## config.mk

```make
export PLATFORM = sky130hd
export DESIGN_NAME = bcd_scan_display
export DESIGN_NICKNAME = d
export VERILOG_FILES = /design/src/rtl/bcd_scan_display.sv
export SDC_FILE = /design/constraint.sdc
export NUM_CORES = 1
export LEC_CHECK = 0
export BUFFER_PORTS_ARGS = -buffer_cell sky130_fd_sc_hd__buf_4
export CORE_MARGIN = 8
export CORE_UTILIZATION = 38
export CTS_CLUSTER_SIZE = 16
export DETAILED_ROUTE_END_ITERATION = 8
export GPL_TIMING_DRIVEN = 0
export REMOVE_ABC_BUFFERS = 1
export SETUP_SLACK_MARGIN = 0.2
export SYNTH_ARGS = -nofsm -noshare
export SYNTH_HDL_FRONTEND = slang
export SYNTH_SLANG_ARGS = --single-unit
export TNS_END_PERCENT = 100
```

## constraint.sdc

```tcl
create_clock -name clk -period 2.1 [get_ports clk]
set_input_delay 0.42 -clock clk [delete_from_list [all_inputs] [get_ports clk]]
set_output_delay 0.42 -clock clk [all_outputs]
set_load 0.02 [all_outputs]
```

## src/rtl/bcd_scan_display.sv

```systemverilog
// Display stage: captures packed 4-digit BCD and scans it onto a
// common-anode 7-segment display with optional leading-zero blanking.
module bcd_scan_display #(
    parameter int REFRESH_DIV = 100000,
    parameter bit BLANK_LZ    = 1'b1
) (
    input  logic        clk,
    input  logic        rst,
    input  logic [15:0] bcd_in,
    input  logic        bcd_valid,
    output logic [3:0]  seg_anode,
    output logic [6:0]  seg_cathode,
    output logic [15:0] held_bcd
);

    localparam int CW = (REFRESH_DIV > 2) ? $clog2(REFRESH_DIV) : 1;
    localparam logic [CW-1:0] TERM = CW'(REFRESH_DIV - 1);

    logic [CW-1:0] cnt;
    logic [1:0]    idx;
    logic [3:0]    nib;
    logic          blank;
    logic [6:0]    pat;
    logic [3:0]    an_next;
    logic [6:0]    cat_next;

    always_comb begin
        nib = held_bcd[{idx, 2'b00} +: 4];
        unique case (idx)
            2'd0: blank = 1'b0;
            2'd1: blank = (held_bcd[15:4] == 12'h000);
            2'd2: blank = (held_bcd[15:8] == 8'h00);
            2'd3: blank = (held_bcd[15:12] == 4'h0);
        endcase
        blank = blank & BLANK_LZ;
    end

    always_comb begin
        unique case (nib)
            4'd0:    pat = 7'b1000000;
            4'd1:    pat = 7'b1111001;
            4'd2:    pat = 7'b0100100;
            4'd3:    pat = 7'b0110000;
            4'd4:    pat = 7'b0011001;
            4'd5:    pat = 7'b0010010;
            4'd6:    pat = 7'b0000010;
            4'd7:    pat = 7'b1111000;
            4'd8:    pat = 7'b0000000;
            4'd9:    pat = 7'b0010000;
            default: pat = 7'b0111111;
        endcase
    end

    always_comb begin
        an_next  = ~(4'b0001 << idx);
        cat_next = pat;
        if (blank) begin
            an_next  = 4'b1111;
            cat_next = 7'b1111111;
        end
    end

    // Outputs are registered from the pre-edge index and held value,
    // so they trail an index change or a capture by one cycle.
    always_ff @(posedge clk) begin
        if (!rst) begin
            held_bcd    <= 16'h0000;
            cnt         <= '0;
            idx         <= 2'd0;
            seg_anode   <= 4'b1111;
            seg_cathode <= 7'b1111111;
        end else begin
            if (bcd_valid) begin
                held_bcd <= bcd_in;
            end
            if (cnt == TERM) begin
                cnt <= '0;
                idx <= idx + 2'd1;
            end else begin
                cnt <= cnt + 1'b1;
            end
            seg_anode   <= an_next;
            seg_cathode <= cat_next;
        end
    end

endmodule

```

==> key figures <==
Outcome
  – Run status: complete, no violations

Yosys
  – Cell variety after synth: 35
  – Post-synth top area share: 43.3%
  – Synth cell count leaders: sky130_fd_sc_hd__dfxtp_1, sky130_fd_sc_hd__nor2_1, sky130_fd_sc_hd__nor2b_1
  – Most used standard cell by instance count after synthesis: sky130_fd_sc_hd__dfxtp_1
  – Yosys warnings: 0
  – Number of synthesized flops with an enable pin: 0
  – Instance count of the mapped netlist: 206
  – Flops & latches, synth: 46
  – Syn avg cell area: ~10 um2
  – Proportion of synthesized chip area in sequential cells: 43.3%
  – Top cell type by total area after synthesis: sky130_fd_sc_hd__dfxtp_1
  – Summed instance area of the synthesized netlist: 0.00213 mm2
  – Biggest area contributors in the synthesized netlist: sky130_fd_sc_hd__dfxtp_1, sky130_fd_sc_hd__mux2i_1, sky130_fd_sc_hd__ha_1
  – Async S/R FF share, synth: 0%
  – Dominant synthesized flop cell: sky130_fd_sc_hd__dfxtp_1

Worst setup path
  – Worst path slowest cell: sky130_fd_sc_hd__mux4_2
  – Gate family responsible for the most delay along the worst path: multiplexers
  – Reg-to-reg slack, setup: approximately 0.23 ns
  – Critical Path, Cell by Cell: mux4_2 > ha_2 > or3_1 > o211ai_2 > o211ai_1
  – Kind of end point of the critical path: flop
  – Worst R2R Start: idx[0]$_SDFFE_PN0N_
  – CP Data Arrival Time: 2.04 ns
  – Endpoint of the worst register-to-register path: seg_cathode[3]$_SDFF_PP1_
  – Delay of the slowest cell on the worst path: approximately 0.57 ns
  – Crit Path Max Fanout: 8
  – Kind of critical path: flop to flop
  – Critical path launch point type: flop
  – Length in cells of the worst reg-to-reg path: 5
  – Crit path launch: idx[0]$_SDFFE_PN0N_
  – Worst path buffer plus inverter count: 0
  – Crit path required time: ~2.3 ns

Min path
  – Instance count along the most critical hold path: 3
  – Min-delay worst type: primary input to flop
  – Start point of the worst min-delay path: bcd_in[1]
  – Worst min-delay path endpoint: held_bcd[1]$_SDFFE_PN0P_

Die
  – Starting density of the core: between 30 and 40%
  – Cell row count: 27
  – Height of the die: 90.8 um
  – Area inside the core boundary: 0.00547 mm2
  – Die ar.: 0.00825 mm2
  – Die X: ~90 um
  – Boundary Pins: 46

Timing
  – Peak clock frequency supported by timing: 535 MHz
  – Unrepaired setup endpoints after global routing: true
  – Fin. max-slew vios: 0
  – Max transition margin: about two thirds
  – Final Skew: 0.00551 ns
  – Final critical delay including setup and external delays: 1.87 ns
  – Number of setup violations in the final report: 0
  – Hold Vio Cnt, Final: 0
  – Worst slew pin tran: 0.470 ns
  – Final cycle utilization of the critical path: 89.1%

Flow run
  – # Max-Cap Violations: 0

Pwr
  – Pwr per Cell Area: 646 mW/mm2
  – Sequential Power Share: 55.5%
  – Switching component of the power: 429 uW
  – VDD IR-drop max: 371 uV
  – Leakage Power: 1.08 nW
  – Switch share: 25.5%
  – Power share of the combinational group: between 10% and 20%
  – Clock share of power: 30.2%
  – Cell-internal power: 1.26 mW

Routing
  – Final antenna-violating net count: 0
  – Total via count in the routed design: 1611
  – Count of routing violations after the opening detailed-route iteration: 79
  – Average routed wire per standard cell: ~14 um
  – Detail-routed via count per cell: 5.02
  – Total Wirelength: between 4000 and 5000 um
  – Residual DRC: 0
  – Initial DRT Pass Iterations: 4

Layout
  – Final Util: 47.7%
  – Layout Cells excl Fill: 321
  – Fill cell instance count of the final layout: 543
  – Area growth, synth to finish: 22.8%
  – Fraction of final layout cells with drive strength greater than 1: roughly 28%
  – Nets: 279
  – Multi-input gate area: 0.00115 mm2
  – Antenna cells: 0
  – Combined flip-flop and latch cell area: 925 um2

CTS
  – H-tree level count: 2
  – Count of hold buffers inserted by post-cts repair: 0
  – Later-pin clock latency in the skew report: 0.30 ns
  – Max Buffers Root-to-Sink: 2
  – Clock tree root buffer cell: sky130_fd_sc_hd__clkbuf_8
  – Clock buffers created by TritonCTS: 5
  – Number of sinks driven by the clock tree: 46
  – Clock tree from TritonCTS: built
  – Clk pin slew, worst setup/hold paths: 0.08 ns

Global route
  – Global route total overflow: 0
  – Largest net degree at the start of global routing: 33
  – Antenna violations before repair: 0
  – Global-route wire length before repair: around 8000 um
  – GRT Total Usage: 11.7%
  – Number of global-route vias before repair: 1716

Placed design
  – Final weighted congestion in routability-driven placement: 0.739
  – Number of cells in the design after placement: between 300 and 400
  – HPWL after detailed placement: 3280 um
  – Buffers added on ports: 45
==> worst max path at each step <==
| stage | slack, ns | to | depth (start not counted) |
|---|---|---|---|
| after floorplan | 0.06 | seg_cathode[4]$_SDFF_PP1_ | 7 |
| after global placement | -0.12 | seg_cathode[4]$_SDFF_PP1_ | 7 |
| after detailed placement | -0.14 | seg_cathode[4]$_SDFF_PP1_ | 7 |
| after CTS | 0.15 | seg_cathode[4]$_SDFF_PP1_ | 7 |
| after global routing | 0.14 | seg_cathode[3]$_SDFF_PP1_ | 5 |
| final | 0.23 | seg_cathode[3]$_SDFF_PP1_ | 5 |
==> per-stage QoR <==
| step | setup slack, ns | power, mW | hold WS (ns) | TNS, ns | cell area [um2] |
|---|---|---|---|---|---|
| after floorplan | 0.0568 | 1.08 | 0.426 | 0 | 2070 |
| after global placement | -0.117 | 1.20 | 0.447 | -0.177 | 2500 |
| after detailed placement | -0.140 | 1.20 | 0.455 | -0.255 | 2500 |
| after CTS | 0.148 | 1.71 | 0.366 | 0 | 2580 |
| after global routing | 0.136 | 1.78 | 0.374 | 0 | 2610 |
| final | 0.229 | 1.69 | 0.376 | 0 | 2610 |
==> worst min-delay path, stage by stage <==
cell	delay, ns
sky130_fd_sc_hd__buf_4	0.07
sky130_fd_sc_hd__mux2i_1	0.05
sky130_fd_sc_hd__nor2b_1	0.09
==> power groups by stage <==
stage / Sequential, mW / Clock (mW) / Combinational, mW
finish: 0.936 / 0.509 / 0.242
global route: 0.941 / 0.577 / 0.265
global placement: 0.957 / 0 / 0.238
detailed placement: 0.958 / 0 / 0.240
floorplan: 0.990 / 0 / 0.0926
CTS: 0.936 / 0.534 / 0.242
==> layout make-up <==
class                           count  area share [%]
Clock buffer                        7            2.92
Inverter                            5           0.718
Multi-Input combinational cell    144            44.0
Sequential cell                    46            35.4
Tap cell                           72            3.45
Timing Repair Buffer               47            13.5
==> cells by family (layout without fill, tap and decap cells) <==
| logic type | Yosys count | in the layout | synth area share [%] |
|---|---|---|---|
| and+or+nand+nor | 74 | 74 | 19.9 |
| AOI/OAI and AO/OA | 22 | 22 | 7.47 |
| muxes | 23 | 23 | 13.5 |
| buffers and inverters | 16 | 59 | 3.65 |
| DFF | 46 | 46 | 43.3 |
| adders and majority gates | 11 | 11 | 6.47 |
| xor gates and xnor gates | 14 | 14 | 5.76 |
==> flip-flops by register name (all words and copies together), names as in the netlist <==
signal       count
idx              2
seg_cathode      7
held_bcd        16
cnt             17
seg_anode        4
==> repair_timing <==
item	in CTS	in global routing
pin swaps	0	1
cloned	0	0
resized for setup	5	6
endpoints found under the setup margin	25	19
buffers inserted	0	2
==> layout by cell type (no fill, tap or decap), types with 3 or more instances in the layout <==
master                     instances
sky130_fd_sc_hd__xnor2_1           4
sky130_fd_sc_hd__nand4_1           8
sky130_fd_sc_hd__inv_1             3
sky130_fd_sc_hd__and4_1            4
sky130_fd_sc_hd__o211ai_1          8
sky130_fd_sc_hd__xor2_1           10
sky130_fd_sc_hd__or3_1             3
sky130_fd_sc_hd__buf_4            47
sky130_fd_sc_hd__and2_1            5
sky130_fd_sc_hd__nor2_1           18
sky130_fd_sc_hd__clkbuf_8          5
sky130_fd_sc_hd__mux4_2            4
sky130_fd_sc_hd__ha_1             10
sky130_fd_sc_hd__nand3_1           6
sky130_fd_sc_hd__nand2_1           3
sky130_fd_sc_hd__nor2b_1          18
sky130_fd_sc_hd__dfxtp_1          45
sky130_fd_sc_hd__mux2i_1          17
==> metal layers <==
| metal | routed length [um] | GRT usage, % |
|---|---|---|
| met5 | 0 | 0 |
| met3 | 304 | 5.49 |
| met2 | 1870 | 16.6 |
| met1 | 2390 | 15.3 |
| met4 | 24 | 3.27 |
(Power assumes the default switching activity.)
